**config.mk**
```make
export PLATFORM = sky130hd
export DESIGN_NAME = vending_credit_ctrl
export DESIGN_NICKNAME = d
export VERILOG_FILES = /design/src/rtl/vending_credit_ctrl.sv
export SDC_FILE = /design/constraint.sdc
export NUM_CORES = 1
export LEC_CHECK = 0
export ABC_CLOCK_PERIOD_IN_PS = 3400
export CAP_MARGIN = 30
export CORE_ASPECT_RATIO = 1.2
export CORE_MARGIN = 2
export CORE_UTILIZATION = 53
export DETAILED_ROUTE_END_ITERATION = 12
export GPL_ROUTABILITY_DRIVEN = 0
export PLACE_DENSITY = 0.77
export SLEW_MARGIN = 30
export SYNTH_ARGS = -nofsm -noshare
export SYNTH_HDL_FRONTEND = slang
export SYNTH_SLANG_ARGS = --single-unit
```
**constraint.sdc**
```tcl
create_clock -name clk_i -period 3.4 [get_ports clk_i]
set_clock_uncertainty 0.15 [all_clocks]
set_input_delay 0.68 -clock clk_i [delete_from_list [all_inputs] [get_ports clk_i]]
set_output_delay 0.68 -clock clk_i [all_outputs]
set_load 0.01 [all_outputs]
```
**src/rtl/vending_credit_ctrl.sv**
```systemverilog
// Credit and dispense sequencer: edge-detects coins, accumulates nickel credit,
// handshakes with the dispenser and pays change one nickel every other cycle.
module vending_credit_ctrl #(
   parameter int unsigned PRICE      = 3,
   parameter int unsigned MAX_CREDIT = 6,
   parameter int unsigned TIMEOUT    = 64
) (
   input  logic       clk_i,
   input  logic       rst_ni,
   input  logic [1:0] coin_i,
   input  logic       cancel_i,
   input  logic       disp_ack_i,
   output logic       disp_req_o,
   output logic       change_nickel_o,
   output logic       coin_reject_o,
   output logic [3:0] credit_o,
   output logic       busy_o,
   output logic [1:0] state_o
);

   localparam logic [1:0] S_IDLE     = 2'd0;
   localparam logic [1:0] S_CREDIT   = 2'd1;
   localparam logic [1:0] S_DISPENSE = 2'd2;
   localparam logic [1:0] S_CHANGE   = 2'd3;

   // The counter only needs to hold 0..TIMEOUT-1; expiry fires on the last value.
   localparam int unsigned    CW       = $clog2(TIMEOUT);
   localparam logic [CW-1:0]  TMO_LAST = CW'(TIMEOUT - 1);
   localparam logic [3:0]     PRICE_C  = 4'(PRICE);
   localparam logic [4:0]     PRICE_W  = 5'(PRICE);
   localparam logic [4:0]     MAX_W    = 5'(MAX_CREDIT);

   logic [1:0]    state_q, state_d;
   logic [3:0]    credit_q, credit_d;
   logic [1:0]    coin_prev_q;
   logic [CW-1:0] idle_cnt_q, idle_cnt_d;
   logic          nickel_q, nickel_d;
   logic          reject_q, reject_d;

   logic          coin_evt;
   logic          coin_ok;
   logic [1:0]    coin_val;
   logic [4:0]    credit_sum;
   logic          accept;

   always_comb begin
      coin_evt = (coin_i != 2'b00) && (coin_prev_q == 2'b00);
      coin_val = 2'd0;
      coin_ok  = 1'b0;
      case (coin_i)
         2'b01:   begin coin_val = 2'd1; coin_ok = 1'b1; end
         2'b10:   begin coin_val = 2'd2; coin_ok = 1'b1; end
         default: ;
      endcase
      credit_sum = {1'b0, credit_q} + {3'b000, coin_val};
      // A cancel in CREDIT takes priority, so a coin arriving with it is refused.
      accept = coin_evt && coin_ok && (credit_sum <= MAX_W) &&
               ((state_q == S_IDLE) || ((state_q == S_CREDIT) && !cancel_i));
   end

   always_comb begin
      state_d    = state_q;
      credit_d   = credit_q;
      idle_cnt_d = '0;
      nickel_d   = 1'b0;
      reject_d   = coin_evt && !accept;
      case (state_q)
         S_IDLE: begin
            if (accept) begin
               credit_d = credit_sum[3:0];
               state_d  = (credit_sum >= PRICE_W) ? S_DISPENSE : S_CREDIT;
            end
         end
         S_CREDIT: begin
            if (cancel_i) begin
               state_d  = S_CHANGE;
               nickel_d = 1'b1;
            end else if (accept) begin
               credit_d = credit_sum[3:0];
               state_d  = (credit_sum >= PRICE_W) ? S_DISPENSE : S_CREDIT;
            end else if (idle_cnt_q == TMO_LAST) begin
               state_d  = S_CHANGE;
               nickel_d = 1'b1;
            end else begin
               idle_cnt_d = idle_cnt_q + CW'(1);
            end
         end
         S_DISPENSE: begin
            if (disp_ack_i) begin
               credit_d = credit_q - PRICE_C;
               if (credit_q > PRICE_C) begin
                  state_d  = S_CHANGE;
                  nickel_d = 1'b1;
               end else begin
                  state_d = S_IDLE;
               end
            end
         end
         S_CHANGE: begin
            // Pulse high, then low; credit drops at the edge closing each high cycle.
            if (nickel_q) begin
               credit_d = credit_q - 4'd1;
               if (credit_q == 4'd1) state_d = S_IDLE;
            end else begin
               nickel_d = 1'b1;
            end
         end
         default: state_d = S_IDLE;
      endcase
   end

   always_ff @(posedge clk_i or negedge rst_ni) begin
      if (!rst_ni) begin
         state_q     <= S_IDLE;
         credit_q    <= 4'd0;
         coin_prev_q <= 2'b00;
         idle_cnt_q  <= '0;
         nickel_q    <= 1'b0;
         reject_q    <= 1'b0;
      end else begin
         state_q     <= state_d;
         credit_q    <= credit_d;
         coin_prev_q <= coin_i;
         idle_cnt_q  <= idle_cnt_d;
         nickel_q    <= nickel_d;
         reject_q    <= reject_d;
      end
   end

   assign disp_req_o      = (state_q == S_DISPENSE);
   assign busy_o          = (state_q == S_DISPENSE) || (state_q == S_CHANGE);
   assign change_nickel_o = nickel_q;
   assign coin_reject_o   = reject_q;
   assign credit_o        = credit_q;
   assign state_o         = state_q;

endmodule
```
# Word level (Yosys, flattened, before mapping)
# Index checks and enable logic that the tools add are counted.
[totals] register_bits=16 input_bits=6 output_inout_bits=10
[op_classes] n_addsub=4 order_cmp=3 n_eq_ne=13 n_mux=28 reduce_logical=16
[op_table] op="$mux W6" count=4
[op_table] op="$mux W2" count=9
[op_table] op="$mux W4" count=4
[op_table] op="$pmux W4 S4" count=1
[op_table] op="$ne A2 B2 Y1 const B" count=5
[op_table] op="$pmux W2 S4" count=1
[op_table] op="$mux W1" count=7
[op_table] op="$add A6 B1 Y6 const B" count=1
[op_table] op="$eq A2 B2 Y1 const B" count=3
[op_table] op="$eq A6 B6 Y1 const B" count=1
[op_table] op="$logic_and A1 B1 Y1" count=6
[op_table] op="$add A4 B2 Y5" count=1
[op_table] op="$ge A5 B2 Y1 const B" count=1
[op_table] op="$le A5 B3 Y1 const B" count=1
[op_table] op="$reduce_and A5 Y1" count=1
[op_table] op="$eq A2 B1 Y1 const B" count=2
[op_table] op="$eq A4 B1 Y1 const B" count=1
[op_table] op="$gt A4 B2 Y1 const B" count=1
[op_table] op="$logic_not A2 Y1" count=2
[op_table] op="$ne A4 B3 Y1 const B" count=1
[op_table] op="$pmux W2 S2" count=1
[op_table] op="$sub A4 B1 Y4 const B" count=1
[op_table] op="$sub A4 B2 Y4 const B" count=1
[op_table] op="$pmux W1 S3" count=1
[op_table] op="other kinds (5)" count=7

# Longest topological paths before layout
# Gate-level depths: netlist of run 1.
[depth] depth_word=9 ltp_mapped=9 ltp_nobuf=9

# Worst setup path after synthesis of run 1
# Ideal clock, no wire load.
[synth_timing] path_type="input port to flip-flop" from="input coin_i[1]" to="register credit_q[0], in the netlist credit_o[0]" setup_ps=73 arrival_time_ps=2612 required_ps=3177 slack_ps=565 stages=9 path_buffers=0 path_cell_list="inv_1 ha_1 ha_1 fa_1 and2_1 a221oi_2 a22oi_4 mux2_4 a21oi_2"
[synth_via] elab_chain_len=9 word_cells_on_any_way=15
[synth_rtl] element="start: declaration" line="10" text="input logic [1:0] coin_i,"
[synth_rtl] element="$eq A2 B2 Y1 or $eq A2 B1 Y1 (tied branches)" line="50" text="case (coin_i)"
[synth_rtl] element="$pmux W2 S2 or $reduce_or A2 Y1 (tied branches)"
[synth_rtl] element="$add A4 B2 Y5 or $mux W1 (tied branches)" line="55, 50"
[synth_rtl] element="$le A5 B3 Y1 or $logic_and A1 B1 Y1 (tied branches)" line="57" text="accept = coin_evt && coin_ok && (credit_sum <= MAX_W) &&"
[synth_rtl] element="$logic_and A1 B1 Y1 (2 in a row)" line="57"
[synth_rtl] element="$mux W4 *" line="69, 78"
[synth_rtl] element="$mux W4" line="75" text="if (cancel_i) begin"
[synth_rtl] element="$pmux W4 S4 *" line="67" text="case (state_q)"
[synth_rtl] element="end signal: assignment" line="122" text="credit_q <= credit_d;"
[synth_rtl] element="end: declaration" line="34" text="logic [3:0] credit_q, credit_d;"
# Mark *: on every way between the ends. The rest lies on a longest branch, timed or not. The select of a mux whose other input is x is not followed.
# A chain may end at the register's enable or synchronous reset.

# Final worst setup path of run 1
[layout_timing] from="input coin_i[0]" to="register credit_q[0], in the netlist credit_o[0]"
# The elaborated chain is that of the path after synthesis.

==> impl.org, run 1 <==
** Global routing
- The first global-routing pass estimated 3800 um of wire.
- Number of global-route vias before repair :: 854
- Combined global-route utilization of all metal layers :: 0.219
- Entering global routing, the biggest net connects 18 pins.
- Global routing's busiest layer :: met2
- The number of antenna violations at the first check in global routing is 0.
- In the global route stage, met1 resource usage came out at 0.265.
- Congestion Overflow GR :: 0
- Met3 track demand over resource :: 0.0235
- Routing usage on met2 :: 0.383

** Logic synthesis
- The average instance in the mapped netlist occupies 9.49 um2.
- Of the post-synthesis cell area, the dominant cell type holds 0.367.
- Multiplexer fraction of the synthesized cell area :: 0.0321
- Of the total synthesized cell area, the portion taken by AND, OR, NAND and NOR gates is 0.203.
- The Yosys step of the flow raised 0 warnings.
- Combined area of all synthesized cells :: 1090 um2
- Among all flip-flop cells after synthesis, the most frequent one is dfrtp_1.
- Post-synthesis sequential element count :: 16
- Main combinational cell family by area after synthesis :: simple AND/OR/NAND/NOR gates
- Synth unique cells :: 38
- Of the total synthesized cell area, the portion taken by full adders, half adders and majority gates is 0.122.
- By area the synthesized netlist is led by dfrtp_1 (37%), ha_1 (10%), nor2_1 (4.5%).
- Complex-gate fraction of the synthesized area :: 0.175
- Counting flops with an async set or reset pin after synthesis yields a share of 1.00.
- Synthesized-area fraction occupied by xor and xnor cells :: 0.0562
- Summed over all instances, the cell type with the most area after synthesis is dfrtp_1.
- EDFF count, synth :: 0
- Cells after Synth :: 115
- Counting every net in the synthesized netlist gives 131.
- For this run, the register share of the synthesized area comes to 0.367.

** Placed design
- Placed insts :: 149
- During placement, the flow inserted port buffers numbering 15.
- After legalization and detailed placement, the total HPWL measured 1780 um.

** Die
- Horiz. Die Dim :: 45.4 um
- Initial standard-cell utilization of the core :: 0.544
- Std-Cell Rows :: 18
- Floorplan die area :: 2440 um2
- IO Pins :: 16
- In this run the vertical extent of the chip is 53.7 um.
- In this run the standard cell core region covers 2000 um2.

** Clock network
- TritonCTS buffer count :: 3
- TritonCTS clock tree :: done
- CTS built an H-tree with a depth of 1.
- Clock tree buffer depth :: 2
- Clock slew at the register clock pins of the worst setup and hold paths :: 0.10 ns
- The number of hold buffers added after CTS was 0.
- The clock drives 16 sinks.
- Clock tree root driver cell :: clkbuf_4
- At the later pin of the worst-skew pair, clock insertion delay measures 0.29 ns.
- Buffers inserted by post-CTS timing repair :: 0
- Number of cells upsized or downsized after cts :: 0

** Timing
- Tightest slew margin relative to the limit :: 0.494
- The max-slew violation total from the final report came to 0.
- Setup repair after global routing missed its margin :: no
- Maximum frequency from static timing analysis :: 0.314 GHz
- Setup violations remaining at the end of the flow were counted as 0.
- The count of endpoints failing hold in the final timing report was 0.
- Accumulated negative setup slack :: 0 ns
- Worst slew pin tran :: 0.757 ns
- Subtracting the final worst setup slack from the clock period gives 3.18 ns.
- Dividing the final minimum period by the clock period gives 0.936.

** Route
- In the routed design, unresolved DRC markers number 0.
- The detailed router finished its first iteration with 24 violations.
- Sum of routed wire length over all layers :: 2300 um
- Number of optimization iterations in the first detailed-route pass :: 4
- The routed layout has 915 vias.
- After detailed routing, the average wire length per cell comes to 15.1 um.
- Post-detailed-route via-to-cell ratio :: 5.98
- Antenna violation net count after detailed routing :: 0

** Power and ir drop
- Leakage Power :: 0.626 nW
- Dividing total power by cell area gives a power density of 801 nW/um2.
- Summing internal, switching and leakage power gives 1.05 mW.
- IR analysis of the VDD net gives a maximum drop of 0.526 mV.

** Min path
- In this run the worst hold path is classified as reg2reg.

** Status
- The flow ran to the end, and the final reports show no timing, DRC or antenna violations.

** Run
- Number of max-capacitance violations reported :: 0

** Cells and area
- Most frequent cells in the layout :: dfrtp_1 (16), clkdlybuf4s50_1 (15), nor2_1 (13)
- At the end of the flow the core is filled with cells to 0.652.
- Number of filler instances in the final layout :: 161
- From synthesis to final layout, the design area changed by 19.7%.
- Share of layout cells above drive strength 1 :: 0.113
- Nets@finish :: 150
- N_diodes :: 0
- Leaving out fill and tap cells, the most frequent cell in the layout is dfrtp_1.
- Leaving out filler cells and counting taps, the final layout contains 153.

** Setup path
- Counting stages on the worst path, the most repeated cell is ha_1.
- In this design, the stage delay of the slowest critical-path cell is 0.48 ns.
- Cell-by-cell trace of the critical path :: clkdlybuf4s50_1 > ha_1 > ha_1 > fa_1 > and2_1 > a221oi_2 > a22oi_4 > mux2_4 > a21oi_2
- Maximum fanout along the worst path :: 7
- STA classifies the critical path startpoint as a primary input.
- Worst Path Required :: 3.48 ns
- Category of the worst setup path capture point :: register
- Arr. time, crit path :: 3.26 ns
- Classification of the worst setup path :: in2reg
- Slowest CP cell :: clkdlybuf4s50_1
## final cells by class
type,instances,area [um2],area share
Sequential cell,16,400,0.307
Inverter,8,30.0,0.0230
Multi-Input combinational cell,87,642,0.491
Clock buffer,4,36.3,0.0278
Timing Repair Buffer,18,173,0.132
Tap cell,20,25.0,0.0192
## per-layer routing
metal / routed length [um] / share of wire
met5: 0 / 0
met3: 85 / 0.037
met1: 967 / 0.42
met4: 30 / 0.013
met2: 1220 / 0.53
## through the flow
step	hold WS, ns	worst slack, ns	instance area, um2
global placement	0.332	0.0110	1270
finish	0.353	0.219	1310
floorplan	0.234	0.565	1090
detailed placement	0.341	-0.0600	1270
global route	0.371	0.101	1310
CTS	0.356	0.238	1310
## worst max-delay path: cells and delay by family
kind            cells  cell delay [ns]
simple gates        1             0.19
fa+ha+maj           3             0.94
buf+inv             1             0.48
mux                 1             0.33
compound gates      3             0.64
## worst paths after layout
path	endpoint	start	cells past startpoint	slack, ns
max in group asynchronous	coin_reject_o$_DFF_PN0_	rst_ni	1	1.96
setup reg to reg	credit_o[0]$_DFFE_PN0P_	credit_o[0]$_DFFE_PN0P_	7	0.78
hold reg to reg	coin_reject_o$_DFF_PN0_	coin_prev_q[0]$_DFF_PN0_	1	0.35
hold / removal	coin_reject_o$_DFF_PN0_	coin_prev_q[0]$_DFF_PN0_	1	0.35
setup / recovery	credit_o[0]$_DFFE_PN0P_	coin_i[0]	9	0.22
min in group asynchronous	idle_cnt_q[0]$_DFF_PN0_	rst_ni	1	0.67
## Yosys cell counts (all sizes together), types with 2 or more instances
master	number
dfrtp	16
nor2	13
ha	9
a21oi	8
inv	8
nand2	8
nand3	8
xor2	5
clkbuf	3
nand4	3
o21ai	3
a22oi	2
and2b	2
and3	2
mux2i	2
nor4	2
o31ai	2
xnor2	2
## sequential cells by signal (all words and copies together) (netlist names)
signal	cells
coin_prev_q	2
change_nickel_o	1
idle_cnt_q	6
state_o	2
coin_reject_o	1
credit_o	4
## power breakdown
part / switching, mW / internal, mW / total (mW)
logic: 0.283 / 0.286 / 0.569
registers: 0.110 / 0.238 / 0.348
clock network: 0.0640 / 0.0653 / 0.129
total: 0.457 / 0.589 / 1.05
## kinds of logic (layout without fill, tap and decap cells)
| group | Yosys count | count (layout) |
|---|---|---|
| XOR/XNOR | 7 | 7 |
| AND/OR/NAND/NOR | 42 | 42 |
| multiplexers | 3 | 3 |
| adder cells (fa/ha/maj) | 10 | 10 |
| flip-flops | 16 | 16 |
| buffers and inverters | 12 | 30 |
| AO/OA/AOI/OAI | 25 | 25 |
(Power assumes the default switching activity.)
==> run 2: changes to the inputs <==
--- a/config.mk
+++ b/config.mk
@@ -7,12 +7,12 @@
 export LEC_CHECK = 0
 export ABC_CLOCK_PERIOD_IN_PS = 3400
 export CAP_MARGIN = 30
-export CORE_ASPECT_RATIO = 1.2
 export CORE_MARGIN = 2
-export CORE_UTILIZATION = 53
+export CORE_UTILIZATION = 55
+export CTS_BUF_LIST = sky130_fd_sc_hd__clkbuf_8
 export DETAILED_ROUTE_END_ITERATION = 12
 export GPL_ROUTABILITY_DRIVEN = 0
-export PLACE_DENSITY = 0.77
+export PLACE_DENSITY = 0.8
 export SLEW_MARGIN = 30
 export SYNTH_ARGS = -nofsm -noshare
 export SYNTH_HDL_FRONTEND = slang
==> run 2 against run 1 <==
  * Maximum frequency is 2.7% lower
  * Global-route usage hardly changed
  * Design area is 2.1% higher
  * Critical path type unchanged
  * Critical endpoint is now idle_cnt_q[5]$_DFF_PN0_
  * Largest power group unchanged
==> impl.org, run 2 (synthesis results as in run 1) <==
** Timing
- The max-slew violation total from the final report came to 0.
- Tightest slew margin relative to the limit :: 0.501
- Worst slew pin tran :: 0.747 ns
- The count of endpoints failing hold in the final timing report came to 0.
- Summed over all failing endpoints, the final setup total negative slack is 0 ns.
- Time the worst path needs with I/O delays and setup :: 3.27 ns
- Final period utilization :: 0.962
- Setup repair after global routing left no endpoint under its margin.
- The worst path meets setup with 0.130 ns of slack.
- The tightest hold path in the finished design has a slack of 0.345 ns.
- Setup violation total in the final timing report :: 0
- Timing would allow up to 0.306 GHz.

** Clock network
- TritonCTS buffer count :: 3
- TritonCTS Sinks :: 16
- Buffers inserted by post-CTS timing repair :: 0
- The cell sitting at the root of the clock tree is a clkbuf_8.
- TritonCTS built the clock tree.
- Hold repair after CTS inserted 0 buffers.
- Clock slew at the register clock pins of the worst setup and hold paths :: 0.06 ns
- Source-to-sink clock delay at the later pin of the worst-skew pair :: 0.25 ns
- CTS built an H-tree with a depth of 1.
- Gates resized during post-CTS repair numbered 0.
- The clock passes through at most 2 buffers.

** Placed design
- The HPWL after detailed placement is 1710 um.
- Place WS :: -0.0995 ns
- Count of buffers from port buffering :: 15
- Placed instance area :: 1280 um2

** Cells and area
- In the final layout, the share of cells above drive strength 1 is 0.113.
- Number of flip-flops in the largest register :: 6
- Leaving out fill and tap cells, the most frequent cells in the layout are dfrtp_1 (16), clkdlybuf4s50_1 (15), nor2_1 (13).
- Commonest non-fill, non-tap cell in the layout :: dfrtp_1
- In the final design database the tool counted 150 nets.
- Relative to the synthesized area, the layout overhead comes to 22.2%.
- The repair_antennas step left the layout with diodes totalling 0.
- Register with the highest flop count :: idle_cnt_q
- Total non-filler cell area in the finished layout :: 1330 um2

** Global routing
- Number of global-route vias before repair :: 880
- In the global route stage, overall resource usage came out at 0.219.
- The first global-routing pass estimated 3900 um of wire.
- Congestion Overflow GR :: 0
- Largest net degree at the start of global routing :: 18
- The number of antenna violations at the first check in global routing was 0.

** Setup path
- Startpoint Class :: primary input
- The endpoint identified for the worst register-to-register timing path is idle_cnt_q[5]$_DFF_PN0_.
- R2r worst-path depth :: 8
- The critical path is of the in2reg type.
- Data on the critical path arrives at its endpoint at 3.30 ns.
- Category of the worst setup path capture point :: register
- Setup slack on the worst flop-to-flop path :: 0.76 ns
- Of all nets on the critical path, the largest fanout is 7.
- Beginning of the worst register-to-register path :: credit_o[0]$_DFFE_PN0P_
- Worst Path Required :: 3.43 ns

** Die
- Floorplan core area :: 1920 um2
- Die height :: 48.5 um
- For this design the top-level I/O count stands at 16.
- Measured along the x axis, the die boundary spans 48.5 um.
- The floorplan step defined a die boundary enclosing 2360 um2.
- Initial standard-cell utilization of the core :: 0.568
- Std-Cell Rows :: 16

** Min path
- End point of the worst hold path :: idle_cnt_q[0]$_DFF_PN0_
- Worst hold path cell count :: 1
- Hold Crit Class :: reg2reg
- Start point of the worst hold path :: idle_cnt_q[0]$_DFF_PN0_

** Power and ir drop
- After layout, the design draws a total of 1.10 mW.
- Power per unit of standard cell area :: 822 nW/um2
- Sequential Power Share :: 0.320
- Sw Pwr :: 469 uW
- Of the total power, the clock network draws 0.152.
- The internal power of the cells totals 628 uW.
- Comb pwr share :: 0.527
- Leakage Power :: 0.634 nW
- The worst-case IR drop observed on VDD is 0.446 mV.
- Switching power as a share of total power :: 0.427

** Route
- Dividing the detail-routed via count by the number of cells gives 5.82.
- Across all layers, the routed design uses 931 vias.
- After detailed routing, the total wire length is 2390 um.
- For this run, design rule violations remaining after detail routing come to 0.
- Antenna violation net count after detailed routing :: 0
- In this run, the number of DRC markers left after iteration 0 of detailed routing was 29.
- Routed wire length per instance :: 14.9 um
- Before antenna repair, the detailed router went through 4 iterations.

** Run
- Max-cap violations in this run came to 0.

** Status
- Result of the run :: finished, final reports clean
[run 2: cell counts in the layout (fill, tap and decap cells not counted)]
No cell type changed its count.
[run 2: stage by stage]
step / utilization / instances
final: 0.694 / 160
after global routing: 0.694 / 160
after CTS: 0.694 / 160
after detailed placement: 0.665 / 156
after global placement: 0.665 / 156
after floorplan: - / 115
[run 2: critical path, stage by stage]
cell,delay (ns)
clkdlybuf4s50_1,0.47
inv_1,0.07
ha_1,0.20
ha_1,0.23
fa_1,0.55
a21boi_0,0.12
a31o_2,0.29
a22oi_4,0.23
buf_4,0.17
nand4_1,0.14
nor2_1,0.16
[run 2: worst max-delay path by stage]
stage | endpoint | start | slack (ns) | depth (start not counted)
2_1_floorplan | credit_o[0]$_DFFE_PN0P_ | coin_i[1] | 0.57 | 9
3_3_place_gp | idle_cnt_q[3]$_DFF_PN0_ | coin_i[1] | 0.02 | 11
3_5_place_dp | idle_cnt_q[5]$_DFF_PN0_ | coin_i[1] | -0.1 | 11
4_1_cts | idle_cnt_q[5]$_DFF_PN0_ | coin_i[1] | 0.14 | 11
5_1_grt | idle_cnt_q[5]$_DFF_PN0_ | coin_i[1] | 0.006 | 11
6_report | idle_cnt_q[5]$_DFF_PN0_ | coin_i[1] | 0.13 | 11
[run 2: layer usage]
| metal | global-route usage | vias up | share of wire |
|---|---|---|---|
| met5 | 0 | - | 0 |
| met4 | 0.100 | 0 | 0.022 |
| met3 | 0.0525 | 6 | 0.057 |
| met2 | 0.370 | 31 | 0.50 |
| met1 | 0.263 | 446 | 0.42 |
| li1 | - | 448 | - |
[run 2: area by class of cell]
class,count,area [um2]
repair buffers,18,173
inverters,8,30.0
clock buffers,4,55.1
fillers,167,588
well taps,27,33.8
multi-input cells,87,642
flip-flops and latches,16,400
[run 2: power groups by stage]
stage          Sequential (mW)  Combinational [mW]  Clock, mW
4_1_cts                  0.349               0.578      0.170
3_3_place_gp             0.350               0.549          0
2_1_floorplan            0.319               0.400          0
3_5_place_dp             0.351               0.566          0
6_report                 0.351               0.578      0.167
5_1_grt                  0.365               0.626      0.183
